## src/rtl/pkt_capture.sv

```systemverilog
// Ingress capture stage: admits whole Avalon-ST frames into the data FIFO and issues one write
// descriptor per stored frame to wr_ctrl, advancing the DDR ring-buffer write pointer.
module pkt_capture #(
    parameter int unsigned MAX_PKT_BYTES = 1536,
    parameter int unsigned FIFO_AW       = 9
) (
    input  logic               clk_i,
    input  logic               reset_i,
    input  logic               enable_i,
    input  logic [31:0]        buf_base_i,
    input  logic [31:0]        buf_size_i,
    input  logic [31:0]        in_data_i,
    input  logic               in_valid_i,
    input  logic               in_sop_i,
    input  logic               in_eop_i,
    input  logic [1:0]         in_empty_i,
    output logic               in_ready_o,
    output logic [31:0]        fifo_wrdata_o,
    output logic               fifo_wr_o,
    input  logic               fifo_full_i,
    input  logic [FIFO_AW:0]   fifo_usedw_i,
    output logic               wr_ctrl_o,
    input  logic               wr_ctrl_rdy_i,
    output logic [31:0]        control_o,
    output logic [31:0]        pkt_begin_o,
    output logic [31:0]        pkt_end_o,
    output logic [31:0]        write_address_o,
    output logic [31:0]        pkt_count_o,
    output logic [31:0]        drop_count_o
);
    localparam int unsigned MaxWords = MAX_PKT_BYTES / 4;
    localparam int unsigned CntW     = $clog2(MaxWords + 1);
    localparam int unsigned Depth    = 1 << FIFO_AW;

    typedef enum logic [1:0] {StIdle, StCapture, StDrop, StIssue} state_e;

    state_e          state_q, state_d;
    logic            run_q;
    logic [CntW-1:0] word_cnt_q, word_cnt_d;
    logic            trunc_q, trunc_d;
    logic            wrap_q, wrap_d;
    logic [31:0]     wr_ptr_q, wr_ptr_d;
    logic [15:0]     seq_q, seq_d;
    logic [31:0]     pkt_count_q, pkt_count_d;
    logic [31:0]     drop_count_q, drop_count_d;
    logic            fifo_wr_q, fifo_wr_d;
    logic [31:0]     fifo_wrdata_q, fifo_wrdata_d;
    logic [31:0]     control_q, control_d;
    logic [31:0]     pkt_end_q, pkt_end_d;
    logic [31:0]     write_address_q, write_address_d;
    logic            accept, fits, need_wrap, load_desc;

    assign accept    = in_valid_i & in_ready_o;
    // Admit only when a maximum-size frame is guaranteed to fit in the FIFO.
    assign fits      = (32'(fifo_usedw_i) + MaxWords) <= Depth;
    // 33-bit compare so a frame never straddles the ring end, even near 2**32.
    assign need_wrap = ({1'b0, wr_ptr_q} + 33'(MAX_PKT_BYTES)) > {1'b0, buf_size_i};

    always_ff @(posedge clk_i or posedge reset_i) begin
        if (reset_i) begin
            state_q <= StIdle;
        end else begin
            state_q <= state_d;
        end
    end

    always_comb begin
        state_d         = state_q;
        word_cnt_d      = word_cnt_q;
        trunc_d         = trunc_q;
        wrap_d          = wrap_q;
        wr_ptr_d        = wr_ptr_q;
        seq_d           = seq_q;
        pkt_count_d     = pkt_count_q;
        drop_count_d    = drop_count_q;
        fifo_wr_d       = 1'b0;
        fifo_wrdata_d   = fifo_wrdata_q;
        control_d       = control_q;
        pkt_end_d       = pkt_end_q;
        write_address_d = write_address_q;
        load_desc       = 1'b0;

        unique case (state_q)
            StIdle: begin
                if (accept && in_sop_i) begin
                    if (enable_i && fits) begin
                        fifo_wr_d     = 1'b1;
                        fifo_wrdata_d = in_data_i;
                        word_cnt_d    = CntW'(1);
                        trunc_d       = 1'b0;
                        wrap_d        = need_wrap;
                        if (need_wrap) begin
                            wr_ptr_d = 32'd0;
                        end
                        if (in_eop_i) begin
                            load_desc = 1'b1;
                            state_d   = StIssue;
                        end else begin
                            state_d = StCapture;
                        end
                    end else if (in_eop_i) begin
                        drop_count_d = drop_count_q + 32'd1;
                    end else begin
                        state_d = StDrop;
                    end
                end
            end
            StCapture: begin
                if (accept) begin
                    if (32'(word_cnt_q) < MaxWords) begin
                        fifo_wr_d     = 1'b1;
                        fifo_wrdata_d = in_data_i;
                        word_cnt_d    = word_cnt_q + CntW'(1);
                    end else begin
                        trunc_d = 1'b1;
                    end
                    if (in_eop_i) begin
                        load_desc = 1'b1;
                        state_d   = StIssue;
                    end
                end
            end
            StDrop: begin
                if (accept && in_eop_i) begin
                    drop_count_d = drop_count_q + 32'd1;
                    state_d      = StIdle;
                end
            end
            StIssue: begin
                if (wr_ctrl_rdy_i) begin
                    wr_ptr_d    = wr_ptr_q + (32'(word_cnt_q) << 2);
                    seq_d       = seq_q + 16'd1;
                    pkt_count_d = pkt_count_q + 32'd1;
                    trunc_d     = 1'b0;
                    wrap_d      = 1'b0;
                    state_d     = StIdle;
                end
            end
            default: state_d = StIdle;
        endcase

        if (load_desc) begin
            pkt_end_d       = (32'(word_cnt_d) << 2) - (trunc_d ? 32'd0 : 32'(in_empty_i));
            write_address_d = buf_base_i + wr_ptr_d;
            control_d       = {seq_q, 14'd0, wrap_d, trunc_d};
        end
    end

    always_ff @(posedge clk_i or posedge reset_i) begin
        if (reset_i) begin
            run_q           <= 1'b0;
            word_cnt_q      <= '0;
            trunc_q         <= 1'b0;
            wrap_q          <= 1'b0;
            wr_ptr_q        <= 32'd0;
            seq_q           <= 16'd0;
            pkt_count_q     <= 32'd0;
            drop_count_q    <= 32'd0;
            fifo_wr_q       <= 1'b0;
            fifo_wrdata_q   <= 32'd0;
            control_q       <= 32'd0;
            pkt_end_q       <= 32'd0;
            write_address_q <= 32'd0;
        end else begin
            run_q           <= 1'b1;
            word_cnt_q      <= word_cnt_d;
            trunc_q         <= trunc_d;
            wrap_q          <= wrap_d;
            wr_ptr_q        <= wr_ptr_d;
            seq_q           <= seq_d;
            pkt_count_q     <= pkt_count_d;
            drop_count_q    <= drop_count_d;
            fifo_wr_q       <= fifo_wr_d;
            fifo_wrdata_q   <= fifo_wrdata_d;
            control_q       <= control_d;
            pkt_end_q       <= pkt_end_d;
            write_address_q <= write_address_d;
        end
    end

    // run_q keeps the sink closed until the first clock after reset release.
    always_comb begin
        in_ready_o = 1'b0;
        wr_ctrl_o  = 1'b0;
        unique case (state_q)
            StIdle, StDrop: in_ready_o = run_q;
            StCapture:      in_ready_o = run_q & ~fifo_full_i;
            StIssue:        wr_ctrl_o  = 1'b1;
            default:        ;
        endcase
    end

    assign fifo_wr_o       = fifo_wr_q;
    assign fifo_wrdata_o   = fifo_wrdata_q;
    assign control_o       = control_q;
    assign pkt_begin_o     = 32'd0;
    assign pkt_end_o       = pkt_end_q;
    assign write_address_o = write_address_q;
    assign pkt_count_o     = pkt_count_q;
    assign drop_count_o    = drop_count_q;
endmodule

```

## config.mk

```make
export PLATFORM = sky130hd
export DESIGN_NAME = pkt_capture
export DESIGN_NICKNAME = d
export VERILOG_FILES = /design/src/rtl/pkt_capture.sv
export SDC_FILE = /design/constraint.sdc
export NUM_CORES = 1
export LEC_CHECK = 0
export CAP_MARGIN = 20
export CORE_UTILIZATION = 30
export DETAILED_ROUTE_END_ITERATION = 7
export GPL_TIMING_DRIVEN = 0
export MAX_ROUTING_LAYER = met4
export PLACE_DENSITY = 0.64
export SLEW_MARGIN = 10
export SYNTH_ARGS = -nofsm -noshare
export SYNTH_HDL_FRONTEND = slang
export SYNTH_SLANG_ARGS = --single-unit
```

## constraint.sdc

```tcl
create_clock -name clk_i -period 6.47 [get_ports clk_i]
set_input_delay 0.647 -clock clk_i [delete_from_list [all_inputs] [get_ports clk_i]]
set_output_delay 0.647 -clock clk_i [all_outputs]
set_load 0.005 [all_outputs]
```

==> results.toml <==
[sta]
layout_setup_ws_ns = 0.2338
final_hold_viol_count = 0
report.final.slew_viol_count = 0
timing.final.crit_share_pct = 96.39
finalCriticalPeriod_ns = 6.236
finalClockSkew_ns = 0.01891
endpoints_failing_setup = 0
max-slew-margin-rel_pct = 40.12
max_freq_mhz = 160.4
least_margin_pin_slew_ns = 0.8981

[clock_tree]
clock_tree.htree_level_count = 1
clk_path_buf_depth = 3
tritoncts.num_buffers = 28
clock_tree.root_cell = "sky130_fd_sc_hd__clkbuf_16"
cts_tree = "yes"
cts.sinks = 221
clk_transition_reported_paths_ns = 0.06
insertion_delay_ns = 0.57
cts-hold-fix-buffers = 0

[die]
num_io_pins = 343
coreArea_mm2 = 0.04327
floorplan.die_area_mm2 = 0.04486
initial_utilization_pct = 30.52
placement_rows = 76
die_height_um = 211.8
die_x_um = 211.8

[yosys]
ys_types = 84
synth_edf_count = 0
synthCells = 1359
synth-adder-area-share_pct = 8.262
synth_top_family_by_area = "simple AND/OR/NAND/NOR gates"
synth_xor_area_share_pct = 9.522
leading_cell_types_by_total_area_after_synthesis = "sky130_fd_sc_hd__dfrtp_1 42%, sky130_fd_sc_hd__ha_1 8.0%, sky130_fd_sc_hd__xnor2_1 7.0%, sky130_fd_sc_hd__mux2_2 4.6%, sky130_fd_sc_hd__nand2_1 4.2%"
synth.yosys.seq_area_share_pct = 41.88
yosys.area_share.simple_pct = 15.16
synthesis.area_per_instance_um2 = 9.717
netlist.top_cell.by_area = "sky130_fd_sc_hd__dfrtp_1"
synth-async-reset-ratio_pct = 100.0
post-synth-top-area-fraction_pct = 41.88
flip_flop_and_latch_count_after_synthesis = 221
yosys-mux-area-fraction_pct = 5.135
yosys_warning_count = 0
commonest_register_cell_after_synthesis = "sky130_fd_sc_hd__dfrtp_1"
synth_compound_gate_area_share_pct = 12.86
synth.cell_area_mm2 = 0.01321

[setup_path]
critPathRequiredTime_ns = 6.88
path_common_cell = "sky130_fd_sc_hd__nand2_1"
worst_setup_path_end_kind = "flip-flop"
cp_data_arrival_time_ns = 6.65
reg2reg_setup_slack_ns = 0.23
startpoint_type = "flip-flop"
worst_path_dominant_cell_family = "simple AND/OR/NAND/NOR gates"
critical_path.reg2reg.endpoint = "write_address_o[29]"
cp_num_buf_inv = 3
critical_path_class = "flip-flop to flip-flop"
r2r_cells = 28
rr_startpoint = "wr_ptr_q[21]"
slowest_stage = "sky130_fd_sc_hd__dfrtp_1"
timing.critical_path.slowest_cell_delay_ns = 0.44
worst-path-max-fanout = 10

[final_layout]
design.final.nets = 1957
final.fill_count = 4156
post_route_cells_drive_above_1_share_pct = 16.60
synthToLayoutAreaGrowth_pct = 42.01
final_core_utilization_pct = 43.34

[routing]
wirelength_routed_mm = 39.63
detailroute.via_count = 11142
vias_per_cell = 4.715
drt_iter0_markers = 592
wl_per_cell_um = 16.77
detail_route.first_pass.iterations = 5
ant_nets = 0
remaining_drc_errors = 0

[placement]
numPortBuffers = 295
routabilityCongestion = 0.8768
dp_hpwl_mm = 30.90
pre_cts_slack_ns = -1.871

[global_route]
grt_max_degree = 39
grt_use_total_pct = 17.86
antenna_found_initial = 1
grt_pass1_vias = 11055
grt_pass1_wl_mm = 61.18
grt_remaining_overflow = 0

[flow_run]
timing.max_cap.violations = 0

[pwr]
pwr_density_cell_mw_per_mm2 = 303.1
max-vdd-ir-drop_mv = 0.2143
totalPowerFinal_mw = 5.685
power.leakage_nw = 8.511

[min_path]
min_delay_path_depth = 1
holdCritPathClass = "flip-flop to flip-flop"
hold_path_end = "seq_q[15]"
hp-start = "seq_q[15]"

[outcome]
outcome = "finished clean"
==> metal layers <==
metal / global-route usage, % / wire length, µm
met5: - / 0
met4: 4.223 / 847
met3: 3.353 / 2442
met2: 28.37 / 18520
met1: 23.45 / 17820
==> state kept, by name (all words and copies together), names as in the netlist <==
name / flops
drop_count_o: 32
control_o: 18
wr_ptr_q: 32
pkt_count_o: 32
run_q: 1
pkt_end_o: 12
seq_q: 16
write_address_o: 32
trunc_q: 1
state_q: 2
fifo_wrdata_o: 32
fifo_wr_o: 1
word_cnt_q: 9
wrap_q: 1
==> logic make-up after synthesis <==
kind of cell / after synthesis
buffers and inverters: 179
AND/OR/NAND/NOR: 408
adder cells (fa/ha/maj): 86
flip-flops: 221
AO/OA/AOI/OAI: 260
other: 2
XOR/XNOR: 142
multiplexers: 61
==> worst max-delay path by stage <==
stage	startpoint	cells after the start	endpoint
CTS	wr_ptr_q[18]	30	write_address_o[31]
floorplan	wr_ptr_q[18]	29	write_address_o[30]
finish	wr_ptr_q[21]	28	write_address_o[29]
detailed placement	wr_ptr_q[18]	30	write_address_o[23]
global placement	wr_ptr_q[18]	29	write_address_o[31]
global route	wr_ptr_q[18]	31	write_address_o[30]
==> repair_timing <==
action | in CTS | in global routing
pin swaps | 10 | 22
buffers inserted | 9 | 14
endpoints found under the setup margin | 29 | 18
gates resized for setup | 26 | 73
==> final cells by class <==
class                      instances  area [µm²]  share of cell area, %
antenna                            1       2.502                0.01334
buffer                            94       631.9                  3.369
clock buffer                      38       788.3                  4.203
clock inverter                    14       193.9                  1.034
inverter                          80       311.5                  1.661
multi-input combinational       1004        7293                  38.89
sequential                       221        5534                  29.51
tap                              585       732.0                  3.903
timing repair buffer             326        3266                  17.41
==> synthesized netlist by cell type, types with 10 or more instances <==
| master | count |
|---|---|
| sky130_fd_sc_hd__dfrtp_1 | 221 |
| sky130_fd_sc_hd__a21o_1 | 23 |
| sky130_fd_sc_hd__nand3_1 | 34 |
| sky130_fd_sc_hd__clkbuf_1 | 24 |
| sky130_fd_sc_hd__mux2_2 | 54 |
| sky130_fd_sc_hd__inv_1 | 78 |
| sky130_fd_sc_hd__nor3_1 | 20 |
| sky130_fd_sc_hd__xor2_1 | 36 |
| sky130_fd_sc_hd__nand2_1 | 148 |
| sky130_fd_sc_hd__a31oi_1 | 16 |
| sky130_fd_sc_hd__a22o_1 | 15 |
| sky130_fd_sc_hd__nand4_1 | 45 |
| sky130_fd_sc_hd__o21ai_0 | 82 |
| sky130_fd_sc_hd__buf_4 | 66 |
| sky130_fd_sc_hd__nor2_1 | 83 |
| sky130_fd_sc_hd__and3_1 | 21 |
| sky130_fd_sc_hd__ha_1 | 84 |
| sky130_fd_sc_hd__a21oi_1 | 46 |
| sky130_fd_sc_hd__xnor2_1 | 105 |
| sky130_fd_sc_hd__o21a_1 | 10 |
==> worst reg2reg max path, delay by kind of cell, from the launching register on <==
family | cells | cell delay (ns)
XOR/XNOR | 2 | 0.51
AND/OR/NAND/NOR | 12 | 2.41
AO/OA/AOI/OAI | 9 | 1.59
flip-flops | 1 | 0.44
adder cells (fa/ha/maj) | 2 | 0.70
buffers and inverters | 3 | 0.43
==> metrics by stage <==
| stage | std cells | cell area [µm²] | TNS [ns] | hold WS (ns) |
|---|---|---|---|---|
| after floorplan | 1404 | 13380 | 0 | 0.4416 |
| after global placement | 2284 | 17060 | -34.08 | 0.4620 |
| after detailed placement | 2292 | 17200 | -33.90 | 0.4654 |
| after CTS | 2349 | 18350 | 0 | 0.4731 |
| after global routing | 2363 | 18750 | -0.3358 | 0.5000 |
| final | 2363 | 18750 | 0 | 0.4738 |
==> cells in the final DEF (no fill, tap or decap), types with 32 or more instances in the layout <==
cell type and count:
sky130_fd_sc_hd__clkdlybuf4s50_1 295, sky130_fd_sc_hd__mux2_2 54, sky130_fd_sc_hd__inv_1 77, sky130_fd_sc_hd__a21oi_1 38
sky130_fd_sc_hd__buf_4 89, sky130_fd_sc_hd__nand2_1 147, sky130_fd_sc_hd__nor2_1 80, sky130_fd_sc_hd__o21ai_0 69
sky130_fd_sc_hd__nand4_1 45, sky130_fd_sc_hd__dfrtp_1 218, sky130_fd_sc_hd__conb_1 47, sky130_fd_sc_hd__ha_1 74
sky130_fd_sc_hd__xnor2_1 104, sky130_fd_sc_hd__xor2_1 35, sky130_fd_sc_hd__nand3_1 32
==> where the power goes <==
part | switching, mW | total, mW | internal (mW)
registers | 0.240 | 1.92 | 1.68
logic | 0.967 | 2.11 | 1.15
clock network | 0.640 | 1.65 | 1.01
No activity file was read; power rests on OpenSTA's default activity.
